--- config.mk ---
export PLATFORM = sky130hd
export DESIGN_NAME = serial_cmd_master
export DESIGN_NICKNAME = d
export VERILOG_FILES = /design/src/rtl/serial_cmd_pkg.sv /design/src/rtl/serial_cmd_master.sv
export SDC_FILE = /design/constraint.sdc
export NUM_CORES = 1
export LEC_CHECK = 0
export ABC_CLOCK_PERIOD_IN_PS = 6000
export CAP_MARGIN = 20
export CORE_MARGIN = 8
export CORE_UTILIZATION = 45
export CTS_CLUSTER_DIAMETER = 100
export DETAILED_ROUTE_END_ITERATION = 8
export HOLD_SLACK_MARGIN = 0.12
export PLACE_DENSITY = 0.68
export SYNTH_ARGS = -nofsm -noshare
export SYNTH_HDL_FRONTEND = slang
export SYNTH_SLANG_ARGS = --single-unit
--- constraint.sdc ---
create_clock -name clk -period 6 [get_ports clk]
set_clock_uncertainty 0.05 [all_clocks]
set_input_delay 0.9 -clock clk [delete_from_list [all_inputs] [get_ports clk]]
set_output_delay 0.9 -clock clk [all_outputs]
set_load 0.05 [all_outputs]
--- src/rtl/serial_cmd_pkg.sv ---
// Shared types and constants for the serial command master: FSM states,
// command opcodes, size limits and the transmit byte selector.
package serial_cmd_pkg;

    typedef enum logic [2:0] {
        IDLE   = 3'd0,
        SEND1  = 3'd1,
        SEND2  = 3'd2,
        RECV   = 3'd3,
        FINISH = 3'd4
    } state_t;

    localparam logic [7:0] OP_VERSION  = 8'd0;
    localparam logic [7:0] OP_COINC    = 8'd1;
    localparam logic [7:0] OP_HISTSEL  = 8'd2;
    localparam logic [7:0] OP_OUTEN    = 8'd3;
    localparam logic [7:0] OP_CLKSW    = 8'd4;
    localparam logic [7:0] OP_PHASE    = 8'd5;
    localparam logic [7:0] OP_SEED     = 8'd6;
    localparam logic [7:0] OP_PRESCALE = 8'd7;
    localparam logic [7:0] OP_ACTCLK   = 8'd8;
    localparam logic [7:0] OP_UPDOWN   = 8'd9;
    localparam logic [7:0] OP_HISTO    = 8'd10;
    localparam logic [7:0] OP_DEAD     = 8'd11;
    localparam logic [7:0] OP_PHASEC1  = 8'd12;
    localparam logic [7:0] OP_ROLL     = 8'd13;

    localparam int MAX_ARGS = 4;
    localparam int MAX_RESP = 32;

    // Index 0 is the opcode, indices 1..4 walk the argument word from its low byte.
    function automatic logic [7:0] tx_byte(input logic [7:0]  opcode,
                                           input logic [31:0] args,
                                           input logic [2:0]  idx);
        logic [7:0] b;
        case (idx)
            3'd0:    b = opcode;
            3'd1:    b = args[7:0];
            3'd2:    b = args[15:8];
            3'd3:    b = args[23:16];
            3'd4:    b = args[31:24];
            default: b = 8'h00;
        endcase
        return b;
    endfunction

endpackage

--- src/rtl/serial_cmd_master.sv ---
// Sends opcode plus up to 4 argument bytes over a UART, then collects up to 32 reply bytes.
// Latency: 2 cycles per transmitted byte minimum; reply bytes appear 1 cycle after rxReady.
// Backpressure: txBusy stalls transmission; cmd_ready only while idle; replies cannot be stalled.
module serial_cmd_master
    import serial_cmd_pkg::*;
#(
    parameter logic [23:0] TIMEOUT_CYCLES = 24'd1000000
) (
    input  logic        clk,
    input  logic        reset,
    input  logic        cmd_valid,
    output logic        cmd_ready,
    input  logic [7:0]  cmd_opcode,
    input  logic [2:0]  cmd_nargs,
    input  logic [31:0] cmd_args,
    input  logic [5:0]  cmd_nresp,
    input  logic        txBusy,
    output logic        txStart,
    output logic [7:0]  txData,
    input  logic        rxReady,
    input  logic [7:0]  rxData,
    output logic        resp_valid,
    output logic [7:0]  resp_data,
    output logic        resp_last,
    output logic        done,
    output logic        timeout
);

    state_t      state_q, state_d;
    logic [7:0]  opcode_q, opcode_d;
    logic [31:0] args_q, args_d;
    logic [2:0]  nargs_q, nargs_d;
    logic [5:0]  nresp_q, nresp_d;
    logic [2:0]  idx_q, idx_d;
    logic [5:0]  rcnt_q, rcnt_d;
    logic [23:0] tcnt_q, tcnt_d;
    logic        tx_start_q, tx_start_d;
    logic [7:0]  tx_data_q, tx_data_d;
    logic        resp_valid_q, resp_valid_d;
    logic [7:0]  resp_data_q, resp_data_d;
    logic        resp_last_q, resp_last_d;
    logic        done_q, done_d;
    logic        timeout_q, timeout_d;

    logic [5:0]  rcnt_nxt;
    logic [23:0] tcnt_nxt;

    // Hold off a new command during the done/timeout pulse so acceptance starts the cycle after.
    assign cmd_ready = (state_q == IDLE) && !done_q && !timeout_q;

    always_comb begin
        rcnt_nxt = (rcnt_q == 6'(MAX_RESP)) ? rcnt_q : rcnt_q + 6'd1;
        tcnt_nxt = tcnt_q + 24'd1;
    end

    always_ff @(posedge clk or posedge reset) begin
        if (reset) begin
            state_q <= IDLE;
        end else begin
            state_q <= state_d;
        end
    end

    always_comb begin
        state_d = state_q;
        case (state_q)
            IDLE: begin
                if (cmd_valid && cmd_ready) state_d = SEND1;
            end
            SEND1: begin
                if (!txBusy) state_d = SEND2;
            end
            SEND2: begin
                if (idx_q < nargs_q)       state_d = SEND1;
                else if (nresp_q != 6'd0)  state_d = RECV;
                else                       state_d = FINISH;
            end
            RECV: begin
                // A byte on the terminal timeout cycle wins over the timeout.
                if (rxReady) begin
                    if (rcnt_nxt == nresp_q) state_d = FINISH;
                end else if (tcnt_nxt == TIMEOUT_CYCLES) begin
                    state_d = IDLE;
                end
            end
            FINISH:  state_d = IDLE;
            default: state_d = IDLE;
        endcase
    end

    always_comb begin
        opcode_d     = opcode_q;
        args_d       = args_q;
        nargs_d      = nargs_q;
        nresp_d      = nresp_q;
        idx_d        = idx_q;
        rcnt_d       = rcnt_q;
        tcnt_d       = tcnt_q;
        tx_start_d   = 1'b0;
        tx_data_d    = tx_data_q;
        resp_valid_d = 1'b0;
        resp_data_d  = resp_data_q;
        resp_last_d  = 1'b0;
        done_d       = 1'b0;
        timeout_d    = 1'b0;
        case (state_q)
            IDLE: begin
                if (cmd_valid && cmd_ready) begin
                    opcode_d = cmd_opcode;
                    args_d   = cmd_args;
                    nargs_d  = (cmd_nargs > 3'(MAX_ARGS)) ? 3'(MAX_ARGS) : cmd_nargs;
                    nresp_d  = (cmd_nresp > 6'(MAX_RESP)) ? 6'(MAX_RESP) : cmd_nresp;
                    idx_d    = 3'd0;
                    rcnt_d   = 6'd0;
                    tcnt_d   = 24'd0;
                end
            end
            SEND1: begin
                if (!txBusy) begin
                    tx_start_d = 1'b1;
                    tx_data_d  = tx_byte(opcode_q, args_q, idx_q);
                end
            end
            SEND2: begin
                if (idx_q < nargs_q) begin
                    idx_d = idx_q + 3'd1;
                end else begin
                    rcnt_d = 6'd0;
                    tcnt_d = 24'd0;
                end
            end
            RECV: begin
                if (rxReady) begin
                    resp_valid_d = 1'b1;
                    resp_data_d  = rxData;
                    resp_last_d  = (rcnt_nxt == nresp_q);
                    rcnt_d       = rcnt_nxt;
                    tcnt_d       = 24'd0;
                end else begin
                    tcnt_d    = tcnt_nxt;
                    timeout_d = (tcnt_nxt == TIMEOUT_CYCLES);
                end
            end
            FINISH: begin
                done_d = 1'b1;
            end
            default: ;
        endcase
    end

    always_ff @(posedge clk or posedge reset) begin
        if (reset) begin
            opcode_q     <= 8'h00;
            args_q       <= 32'h0;
            nargs_q      <= 3'd0;
            nresp_q      <= 6'd0;
            idx_q        <= 3'd0;
            rcnt_q       <= 6'd0;
            tcnt_q       <= 24'd0;
            tx_start_q   <= 1'b0;
            tx_data_q    <= 8'h00;
            resp_valid_q <= 1'b0;
            resp_data_q  <= 8'h00;
            resp_last_q  <= 1'b0;
            done_q       <= 1'b0;
            timeout_q    <= 1'b0;
        end else begin
            opcode_q     <= opcode_d;
            args_q       <= args_d;
            nargs_q      <= nargs_d;
            nresp_q      <= nresp_d;
            idx_q        <= idx_d;
            rcnt_q       <= rcnt_d;
            tcnt_q       <= tcnt_d;
            tx_start_q   <= tx_start_d;
            tx_data_q    <= tx_data_d;
            resp_valid_q <= resp_valid_d;
            resp_data_q  <= resp_data_d;
            resp_last_q  <= resp_last_d;
            done_q       <= done_d;
            timeout_q    <= timeout_d;
        end
    end

    assign txStart    = tx_start_q;
    assign txData     = tx_data_q;
    assign resp_valid = resp_valid_q;
    assign resp_data  = resp_data_q;
    assign resp_last  = resp_last_q;
    assign done       = done_q;
    assign timeout    = timeout_q;

endmodule

# Word-level counts from Yosys, hierarchy flattened
# Index checks and enable logic that the tools add are counted.
# totals
ff_bits,106
latch_bits,0
ramBits,0
rom_bits,0
in_bits,62
out_inout_bits,22
memories,0
# op_classes
add_sub_neg,3
n_mul,0
n_div,0
magnitude_cmp,3
eq_ne,18
shift,0
mux,32
bitwise_logic,1
n_reduce_logical,17
# op_table
operator,n
2-to-1 mux 24 bit,3
one-hot mux 24 bit (3 select lines),1
one-hot mux 8 bit (5 select lines),1
2-to-1 mux 3 bit,10
2-to-1 mux 6 bit,5
"adder 24 x 1 -> 24 bit, second input constant",1
"== test 24 x 20 -> 1 bit, second input constant",1
one-hot mux 6 bit (3 select lines),1
"== test 3 x 2 -> 1 bit, second input constant",4
one-hot mux 3 bit (4 select lines),1
2-to-1 mux 1 bit,9
"!= test 2 bit, second input constant",4
AND reduction 4 bit,2
"adder 6 x 1 -> 6 bit, second input constant",1
"== test 3 x 1 -> 1 bit, second input constant",2
"== test 3 bit, second input constant",2
== test 6 bit,1
"== test 6 bit, second input constant",1
"> comparator 6 bit, second input constant",1
zero test 3 bit,2
"!= test 3 bit, second input constant",2
one-hot mux 3 bit (2 select lines),1
AND reduction 2 bit,3
AND reduction 3 bit,2
10 further kinds,13

# Longest topological paths before layout
# Gate-level depths: netlist (run 1).
# depth
depth_word,6
depth_mapped,10
ltp_nobuf,9

# Worst setup path before layout (run 1)
# Ideal clock, no wire load.
# synth_path
path_kind,register -> register
from,"register done_q, in the netlist done"
to,register rcnt_q[0]
setup_ns,0.125
arrival_ns,2.542
required_time_ns,5.825
slack_ns,3.284
stages_incl_launch_ff,7
path_cell_list,dfrtp_1 -> nor4b_4 -> nand2_1 -> a21o_1 -> clkbuf_1 -> a211o_1 -> mux2_2
# synth_via
elab_chain_cells,6
# synth_rtl
item,line_no,rtl
from (decl),serial_cmd_master.sv:42,"logic done_q, done_d;"
from (signal assigned),serial_cmd_master.sv:180,done_q <= done_d;
zero test 1 bit,serial_cmd_master.sv:49,assign cmd_ready = (state_q == IDLE) && !done_q && !timeout_q;
logical AND 1 bit (2 in series),serial_cmd_master.sv:49,
named net cmd_ready,serial_cmd_master.sv:12,"output logic cmd_ready,"
logical AND 1 bit,serial_cmd_master.sv:108,if (cmd_valid && cmd_ready) begin
!= test 2 x 1 -> 1 bit (no source line),--,
AND reduction 4 bit (no source line),--,
to (signal assigned),serial_cmd_master.sv:173,rcnt_q <= rcnt_d;
to (decl),serial_cmd_master.sv:35,"logic [5:0] rcnt_q, rcnt_d;"
# The timed path passes the listed nets, and every way through them passes these cells.
# A chain may end at the register's enable or synchronous reset.

# Worst setup path in the final report (run 1)
# layout_path
from,register state_q[2]
to,output cmd_ready
# layout_via
elab_chain_cells,3
# layout_rtl
item,line_no,rtl
from (decl),serial_cmd_master.sv:29,"state_t state_q, state_d;"
from (signal assigned),serial_cmd_master.sv:60,state_q <= state_d;
zero test 3 bit,serial_cmd_master.sv:49,
logical AND 1 bit (2 in series),serial_cmd_master.sv:49,
to (decl),serial_cmd_master.sv:12,
# Every way passes these cells.

==> metrics, run 1 <==
class of the most critical setup path=reg2out; max-slew headroom at the worst pin=33.4%; top post-synthesis cells by area=sky130_fd_sc_hd__dfrtp_1 (48%), sky130_fd_sc_hd__nand2_1 (12%), sky130_fd_sc_hd__o21ai_0 (5.5%), sky130_fd_sc_hd__ha_1 (2.5%), sky130_fd_sc_hd__a22o_1 (2.2%); total of fill cells in the finished design=1081; global-route wire length before repair=23000 um; ratio of routed vias to standard cells=5.63; combinational power share=40.0%; post-detailed-route DRC marker count=0; I/O pin cnt=84; summed instance area of the synthesized netlist=5510 sq um; Period Utilization, post-route=52.8%; path type of the worst min-delay path=reg2reg; routability cong.=0.839; residual antenna-violating net count after detailed routing=0; setup repair after global routing missed its margin=no; status=finished clean; power per standard cell area=428 nW/um^2; cell type with the highest aggregate area in the netlist=sky130_fd_sc_hd__dfrtp_1; fraction of synthesized cell area taken by the top area cell type=48.1%; Yosys reg bits=106; area taken by flip-flops and latches=2650 sq um; post-synthesis net count=685; maximum frequency from static timing analysis=316 MHz; setup slack of the most critical reg-to-reg path=3.29 ns; largest vdd supply drop=0.194 mV; site row count=40; H-tree depth reported by CTS=3; Fin Setup TNS=0 ns; hold violation total from the final report=0; post-detail-place hpwl=9570 um; transition time at the pin with the least slew margin=0.998 ns; count of input and output buffers=83; vias in the first global route=4534; ant diodes=0; aggregate global-route resource usage=17.6%; total design power=0.00286 W; max-slew violation total from the final report=0; library cells used by synthesis=63; die area=16000 sq um; Clk Tree Root Cell=sky130_fd_sc_hd__clkbuf_16; minimum setup slack after placement=2.99 ns; CTS buffer count=9; post-CTS clock slew at the launch and capture registers of the worst setup and hold paths=0.07 ns; endpoint kind of the worst setup timing path=primary output; total number of vias=4631; Worst Setup Slack, final=2.83 ns; Worst EP required=5.05 ns; count of routing violations after the opening detailed-route iteration=392; layout-stage area growth over the synthesis result=21.3%; largest net degree at the start of global routing=56; core area=12000 sq um; clock sink count=106; Wirelength per Cell=16.8 um; TritonCTS clock tree=yes; startpoint of the worst hold path=resp_data[7]; portion of total power attributed to the clock network=20.6%; Horiz. Die Dim=127 um; Max clock buf depth=2; Post-CTS Hold Fix Bufs=0; synthesized instance count=612; Synthesis Warnings=0; number of antenna violations at the first check in global routing=0; Nets=745; sw frac=40.8%; maximum fanout count along the critical path=7; number of synthesized flops with an enable pin=0; final count of negative-setup-slack endpoints=0; Post-synth top flop=sky130_fd_sc_hd__dfrtp_1; area taken by multi-input logic gates=2640 sq um; post-route minimum period=3.17 ns; reg-to-reg critical path startpoint=tcnt_q[0]; internal power summed over all cells=0.00170 W; Endpoint, Worst Hold=resp_data[7]; effective utilization at floorplan=46.1%; layout cells sized above 1=5.92%; max_cap viols=0; switching power of the nets=0.00117 W; sequential-to-total area share from yosys stat=48.1%; post-CTS setup-driven buffer insertion count=0; Worst-Skew Late Latency=0.35 ns; final routed wirelength across all metal layers=13800 um; Hold Path Cell Cnt=2; leakage=3.10 nW; nature of the critical path startpoint=register; worst path arrival time=2.22 ns; worst flop-to-flop path endpoint=state_q[1]; drt first pass iters=4; height of the chip=127 um; number of cell instances on the worst register-to-register path=8; per-instance average area after synthesis=9.00 sq um; area after detailed placement=6390 sq um; proportion of synthesized flip-flops having asynchronous set or reset=100%; Sequential Power Share=39.3%; cell area after layout=6690 sq um; final global-route overflow total=0; count of instances resized after the clock tree is built=0
[area by class of cell]
| cell class | count | area share, % |
|---|---|---|
| clock buffer | 9 | 3.37 |
| clock inverter | 6 | 0.992 |
| inverter | 16 | 0.936 |
| multi-input combinational | 453 | 39.5 |
| sequential | 106 | 39.7 |
| tap | 147 | 2.75 |
| timing repair buffer | 86 | 12.8 |
[power groups by stage]
stage	Combinational (W)	Clock [W]	Sequential, W
after floorplan	0.000694	0	0.00123
after global placement	0.00111	0	0.00113
after detailed placement	0.00115	0	0.00114
after CTS	0.00116	0.000608	0.00113
after global routing	0.00127	0.000635	0.00116
final	0.00115	0.000591	0.00113
[layout by cell type (no fill, tap or decap), types with 3 or more instances in the layout]
master and instances:
sky130_fd_sc_hd__nor2b_1 5, sky130_fd_sc_hd__a22oi_1 8, sky130_fd_sc_hd__nand4_1 13, sky130_fd_sc_hd__nor3_2 3, sky130_fd_sc_hd__buf_4 3, sky130_fd_sc_hd__xnor2_1 6
sky130_fd_sc_hd__nand2_1 174, sky130_fd_sc_hd__nand2b_1 8, sky130_fd_sc_hd__ha_1 11, sky130_fd_sc_hd__a21o_1 4, sky130_fd_sc_hd__o31ai_1 8, sky130_fd_sc_hd__dfrtp_1 106
sky130_fd_sc_hd__and2_1 5, sky130_fd_sc_hd__a31oi_1 4, sky130_fd_sc_hd__inv_1 15, sky130_fd_sc_hd__nand3_1 16, sky130_fd_sc_hd__a22o_1 14, sky130_fd_sc_hd__a21oi_1 10
sky130_fd_sc_hd__clkbuf_16 9, sky130_fd_sc_hd__and3_1 6, sky130_fd_sc_hd__or3_1 4, sky130_fd_sc_hd__clkdlybuf4s50_1 83, sky130_fd_sc_hd__xor3_1 3, sky130_fd_sc_hd__a222oi_1 8
sky130_fd_sc_hd__o211ai_1 3, sky130_fd_sc_hd__nor3_1 6, sky130_fd_sc_hd__nor2_1 25, sky130_fd_sc_hd__o21ai_0 61, sky130_fd_sc_hd__xor2_1 8
[cells by family after synthesis]
family          after synthesis  share of synthesized area, %
compound gates              134                          16.1
xor+xnor                     17                          3.52
fa+ha+maj                    11                          2.50
buf+inv                      53                          3.97
flops                       106                          48.1
mux                           2                         0.386
simple gates                289                          25.4
[through the flow]
step / cells / hold slack, ns / util (%)
2_1_floorplan: 612 / 0.395 / -
3_3_place_gp: 808 / 0.409 / 53.5
3_5_place_dp: 808 / 0.412 / 53.5
4_1_cts: 823 / 0.433 / 55.9
5_1_grt: 823 / 0.447 / 55.9
6_report: 823 / 0.431 / 55.9
[layer usage]
layer	global-route usage, %	share of wire [%]	vias to the layer above
met5	0	0	-
met4	5.04	1.7	0
met3	5.36	6.4	16
met2	27.6	47	134
met1	23.0	45	2232
li1	-	-	2249
[Yosys cell counts (6+ instances only)]
cell type and instances:
sky130_fd_sc_hd__nand2_1 174, sky130_fd_sc_hd__dfrtp_1 106, sky130_fd_sc_hd__o21ai_0 61, sky130_fd_sc_hd__nor2_1 26, sky130_fd_sc_hd__clkbuf_1 24, sky130_fd_sc_hd__inv_1 16, sky130_fd_sc_hd__nand3_1 16, sky130_fd_sc_hd__a22o_1 14
sky130_fd_sc_hd__nand4_1 13, sky130_fd_sc_hd__ha_1 11, sky130_fd_sc_hd__a21oi_1 10, sky130_fd_sc_hd__buf_2 10, sky130_fd_sc_hd__a222oi_1 8, sky130_fd_sc_hd__a22oi_1 8, sky130_fd_sc_hd__nand2b_1 8, sky130_fd_sc_hd__o31ai_1 8
sky130_fd_sc_hd__xor2_1 8, sky130_fd_sc_hd__and3_1 6, sky130_fd_sc_hd__nor3_1 6, sky130_fd_sc_hd__xnor2_1 6
[sequential cells by signal, indices dropped and copies added (netlist names)]
register,flops
nargs_q,3
opcode_q,8
rcnt_q,6
txStart,1
timeout,1
nresp_q,6
resp_valid,1
txData,8
state_q,3
args_q,32
resp_last,1
resp_data,8
done,1
idx_q,3
tcnt_q,24
[critical path, stage by stage (launching register included)]
cell                              delay, ns
sky130_fd_sc_hd__dfrtp_1               0.45
sky130_fd_sc_hd__nor2_2                0.24
sky130_fd_sc_hd__nor4b_4               0.26
sky130_fd_sc_hd__clkdlybuf4s50_1       0.92
[worst max path at each step]
| stage | startpoint | endpoint | slack, ns | cells past startpoint |
|---|---|---|---|---|
| 2_1_floorplan | reset | args_q[0] | 2.26 | 1 |
| 3_3_place_gp | rxReady | rcnt_q[0] | 3.12 | 5 |
| 3_5_place_dp | rxReady | rcnt_q[0] | 2.99 | 5 |
| 4_1_cts | state_q[2] | cmd_ready | 2.84 | 3 |
| 5_1_grt | state_q[2] | cmd_ready | 2.71 | 3 |
| 6_report | state_q[2] | cmd_ready | 2.83 | 3 |
(Power assumes the default switching activity.)
==> run 2, diff against run 1 <==
--- a/config.mk
+++ b/config.mk
@@ -5,14 +5,14 @@
 export SDC_FILE = /design/constraint.sdc
 export NUM_CORES = 1
 export LEC_CHECK = 0
-export ABC_CLOCK_PERIOD_IN_PS = 6000
+export ABC_CLOCK_PERIOD_IN_PS = 2700
 export CAP_MARGIN = 20
 export CORE_MARGIN = 8
 export CORE_UTILIZATION = 45
 export CTS_CLUSTER_DIAMETER = 100
 export DETAILED_ROUTE_END_ITERATION = 8
 export HOLD_SLACK_MARGIN = 0.12
-export PLACE_DENSITY = 0.68
+export PLACE_DENSITY = 0.71
 export SYNTH_ARGS = -nofsm -noshare
 export SYNTH_HDL_FRONTEND = slang
 export SYNTH_SLANG_ARGS = --single-unit
==> constraint.sdc (replaced) <==
create_clock -name clk -period 2.7 [get_ports clk]
set_clock_uncertainty 0.05 [all_clocks]
set_input_delay 0.405 -clock clk [delete_from_list [all_inputs] [get_ports clk]]
set_output_delay 0.405 -clock clk [all_outputs]
set_load 0.05 [all_outputs]
==> run 2 against run 1 <==
Against the previous run:
- die area is the same
- combinational power rose by 130%
- wire length down 0.84%
- clock-buffer cell count increased by 1
- first-iteration DRC count grew 42%
- global-route usage decreased by 0.65 points
- total power increased by 120%
- design area up 1.3%
- sequential power is 120% higher
- register-to-register slack got worse by 3.1 ns
- worst setup slack got worse by 2.7 ns
- critical path type is now reg2reg
- largest power group unchanged
==> metrics, run 2 (synthesis gave the netlist of run 1 again) <==
total number of vias=4649 (+0.39%); flip-flop count of the largest register after layout=32 (unchanged); routability cong.=0.895 (+6.7%); path type of the worst min-delay path=reg2reg; hold violation total from the final report=0 (unchanged); post-CTS setup-driven buffer insertion count=0 (unchanged); height of the chip=127 um (unchanged); layout-stage area growth over the synthesis result=22.8%; Post-CTS Hold Fix Bufs=0 (unchanged); count of input and output buffers=83 (unchanged); TritonCTS clock tree=yes; H-tree depth reported by CTS=3 (unchanged); class of the most critical setup path=reg2reg; Worst-Skew Late Latency=0.35 ns (about the same); maximum frequency from static timing analysis=394 MHz; status=finished clean; transition time at the pin with the least slew margin=0.634 ns (-0.364 ns); drt first pass iters=5 (+1); combinational power share=40.7% (+0.7 points); worst path arrival time=2.70 ns (+0.48 ns); leakage=3.13 nW (+1.2%); residual antenna-violating net count after detailed routing=0 (unchanged); area taken by flip-flops and latches=2650 sq um (about the same); reg-to-reg critical path startpoint=tcnt_q[1]; I/O pin cnt=84 (unchanged); max_cap viols=0 (unchanged); endpoint kind of the worst setup timing path=register; start point of the critical path=tcnt_q[1]; global-route wire length before repair=22400 um (-2.7%); Fin Setup TNS=0 ns (unchanged); ratio of routed vias to standard cells=5.59 (-0.70%); effective utilization at floorplan=46.1% (unchanged); Max clock buf depth=2 (unchanged); nature of the critical path startpoint=register; area taken by multi-input logic gates=2640 sq um (unchanged); Worst EP required=2.86 ns (-2.19 ns); ant diodes=0 (unchanged); total of fill cells in the finished design=1077 (-0.37%); Sequential Power Share=38.5% (-0.8 points); startpoint of the worst hold path=args_q[10]; switching power of the nets=0.00260 W (+120%); largest register by flop count=args_q; Regs by FF count=args_q x32, tcnt_q x24; post-CTS clock slew at the launch and capture registers of the worst setup and hold paths=0.07 ns (about the same); area after detailed placement=6460 sq um (+1.1%); sw frac=40.5% (-0.26 points); internal power summed over all cells=0.00382 W (+130%); largest net degree at the start of global routing=107 (+91%); maximum fanout count along the critical path=11 (+4); largest vdd supply drop=0.356 mV (+84%); final routed wirelength across all metal layers=13700 um (-0.84%); met3 wire len=900 um (+2.6%); Clk Tree Root Cell=sky130_fd_sc_hd__clkbuf_16; vias in the first global route=4471 (-1.4%); length of routed wiring on met1=6240 um (-0.32%); most common cell after layout, fill and taps aside=sky130_fd_sc_hd__nand2_1; Horiz. Die Dim=127 um (unchanged); Nets=753 (+1.1%); power per standard cell area=949 nW/um^2 (+120%); count of routing violations after the opening detailed-route iteration=555 (+42%); cell area after layout=6770 sq um (+1.3%); top layer reached by signal wires=met4; portion of total power attributed to the clock network=20.8% (+0.2 points); met2 WL=6340 um (-1.2%); commonest cells after routing, fill and taps aside=sky130_fd_sc_hd__nand2_1 (173), sky130_fd_sc_hd__dfrtp_1 (105), sky130_fd_sc_hd__clkdlybuf4s50_1 (82), sky130_fd_sc_hd__o21ai_0 (61), sky130_fd_sc_hd__nor2_1 (26); aggregate global-route resource usage=16.9% (-0.65 points); max-slew headroom at the worst pin=57.7% (+24 points); Period Utilization, post-route=94.0%; clock sink count=106 (unchanged); number of antenna violations at the first check in global routing=0 (unchanged); setup repair after global routing missed its margin=no; post-route minimum period=2.54 ns; die area=16000 sq um (unchanged); post-detailed-route DRC marker count=0 (unchanged); post-detail-place hpwl=9550 um (-0.26%); final count of negative-setup-slack endpoints=0 (unchanged); max-slew violation total from the final report=0 (unchanged); final global-route overflow total=0 (unchanged); site row count=40 (unchanged); CTS buffer count=9 (unchanged); layout cells sized above 1=7.30% (+1.4 points); count of instances resized after the clock tree is built=0 (unchanged); core area=12000 sq um (unchanged); Wirelength per Cell=16.4 um (-1.9%)
run 2: cell count changes in the layout (fill, tap and decap cells not counted), sizes merged:
cell	previous run	this run
clkdlybuf4s50	83	82
clkinvlp	0	3
inv	18	17
clkbuf	9	10
clkinv	3	1
buf	3	12
run 2: path summary, 6_finish.rpt:
| path | cells past startpoint | slack (ns) | to |
|---|---|---|---|
| max in group asynchronous | 3 | 1.67 | tcnt_q[0] |
| hold reg to reg | 2 | 0.43 | args_q[10] |
| min in group asynchronous | 3 | 0.52 | nargs_q[1] |
| setup / recovery | 8 | 0.16 | state_q[1] |
| hold / removal | 2 | 0.43 | args_q[10] |
| setup reg to reg | 8 | 0.16 | state_q[1] |
run 2: layer usage:
layer	track usage (%)	vias to the layer above
li1	-	2261
met1	22.6	2251
met4	5.39	0
met2	26.3	121
met3	4.48	16
met5	0	-
run 2: final cells by class:
cell class                      count  share of cell area, %
Multi-Input combinational cell    453                   39.0
Sequential cell                   106                   39.2
Clock buffer                       10                   3.38
Clock inverter                      6                   1.09
Inverter                           16                  0.943
Timing Repair Buffer               94                   13.6
Tap cell                          147                   2.72
run 2: worst max-delay path: stages, from the launching register on:
cell	delay [ns]
sky130_fd_sc_hd__dfrtp_1	0.56
sky130_fd_sc_hd__ha_1	0.30
sky130_fd_sc_hd__and3_1	0.31
sky130_fd_sc_hd__o211a_1	0.20
sky130_fd_sc_hd__o211ai_1	0.10
sky130_fd_sc_hd__a2111oi_1	0.35
sky130_fd_sc_hd__nand4_1	0.22
sky130_fd_sc_hd__a21oi_2	0.20
sky130_fd_sc_hd__o211ai_1	0.10
run 2: power groups by stage:
stage               Combinational [W]  Sequential (W)  Clock [W]
floorplan                     0.00155         0.00274          0
global placement              0.00255         0.00248          0
detailed placement            0.00262         0.00250          0
CTS                           0.00263         0.00247    0.00137
global route                  0.00286         0.00254    0.00142
finish                        0.00262         0.00248    0.00134
run 2: stage by stage:
step	utilization [%]	instances	hold WS, ns	power, W	setup WS [ns]
after floorplan	-	612	0.395	0.00428	0.0465
after global placement	54.0	816	0.406	0.00503	0.318
after detailed placement	54.0	816	0.413	0.00511	0.203
after global routing	56.6	832	0.446	0.00682	0.00992
after CTS	56.6	832	0.430	0.00647	0.192
final	56.6	832	0.427	0.00643	0.162
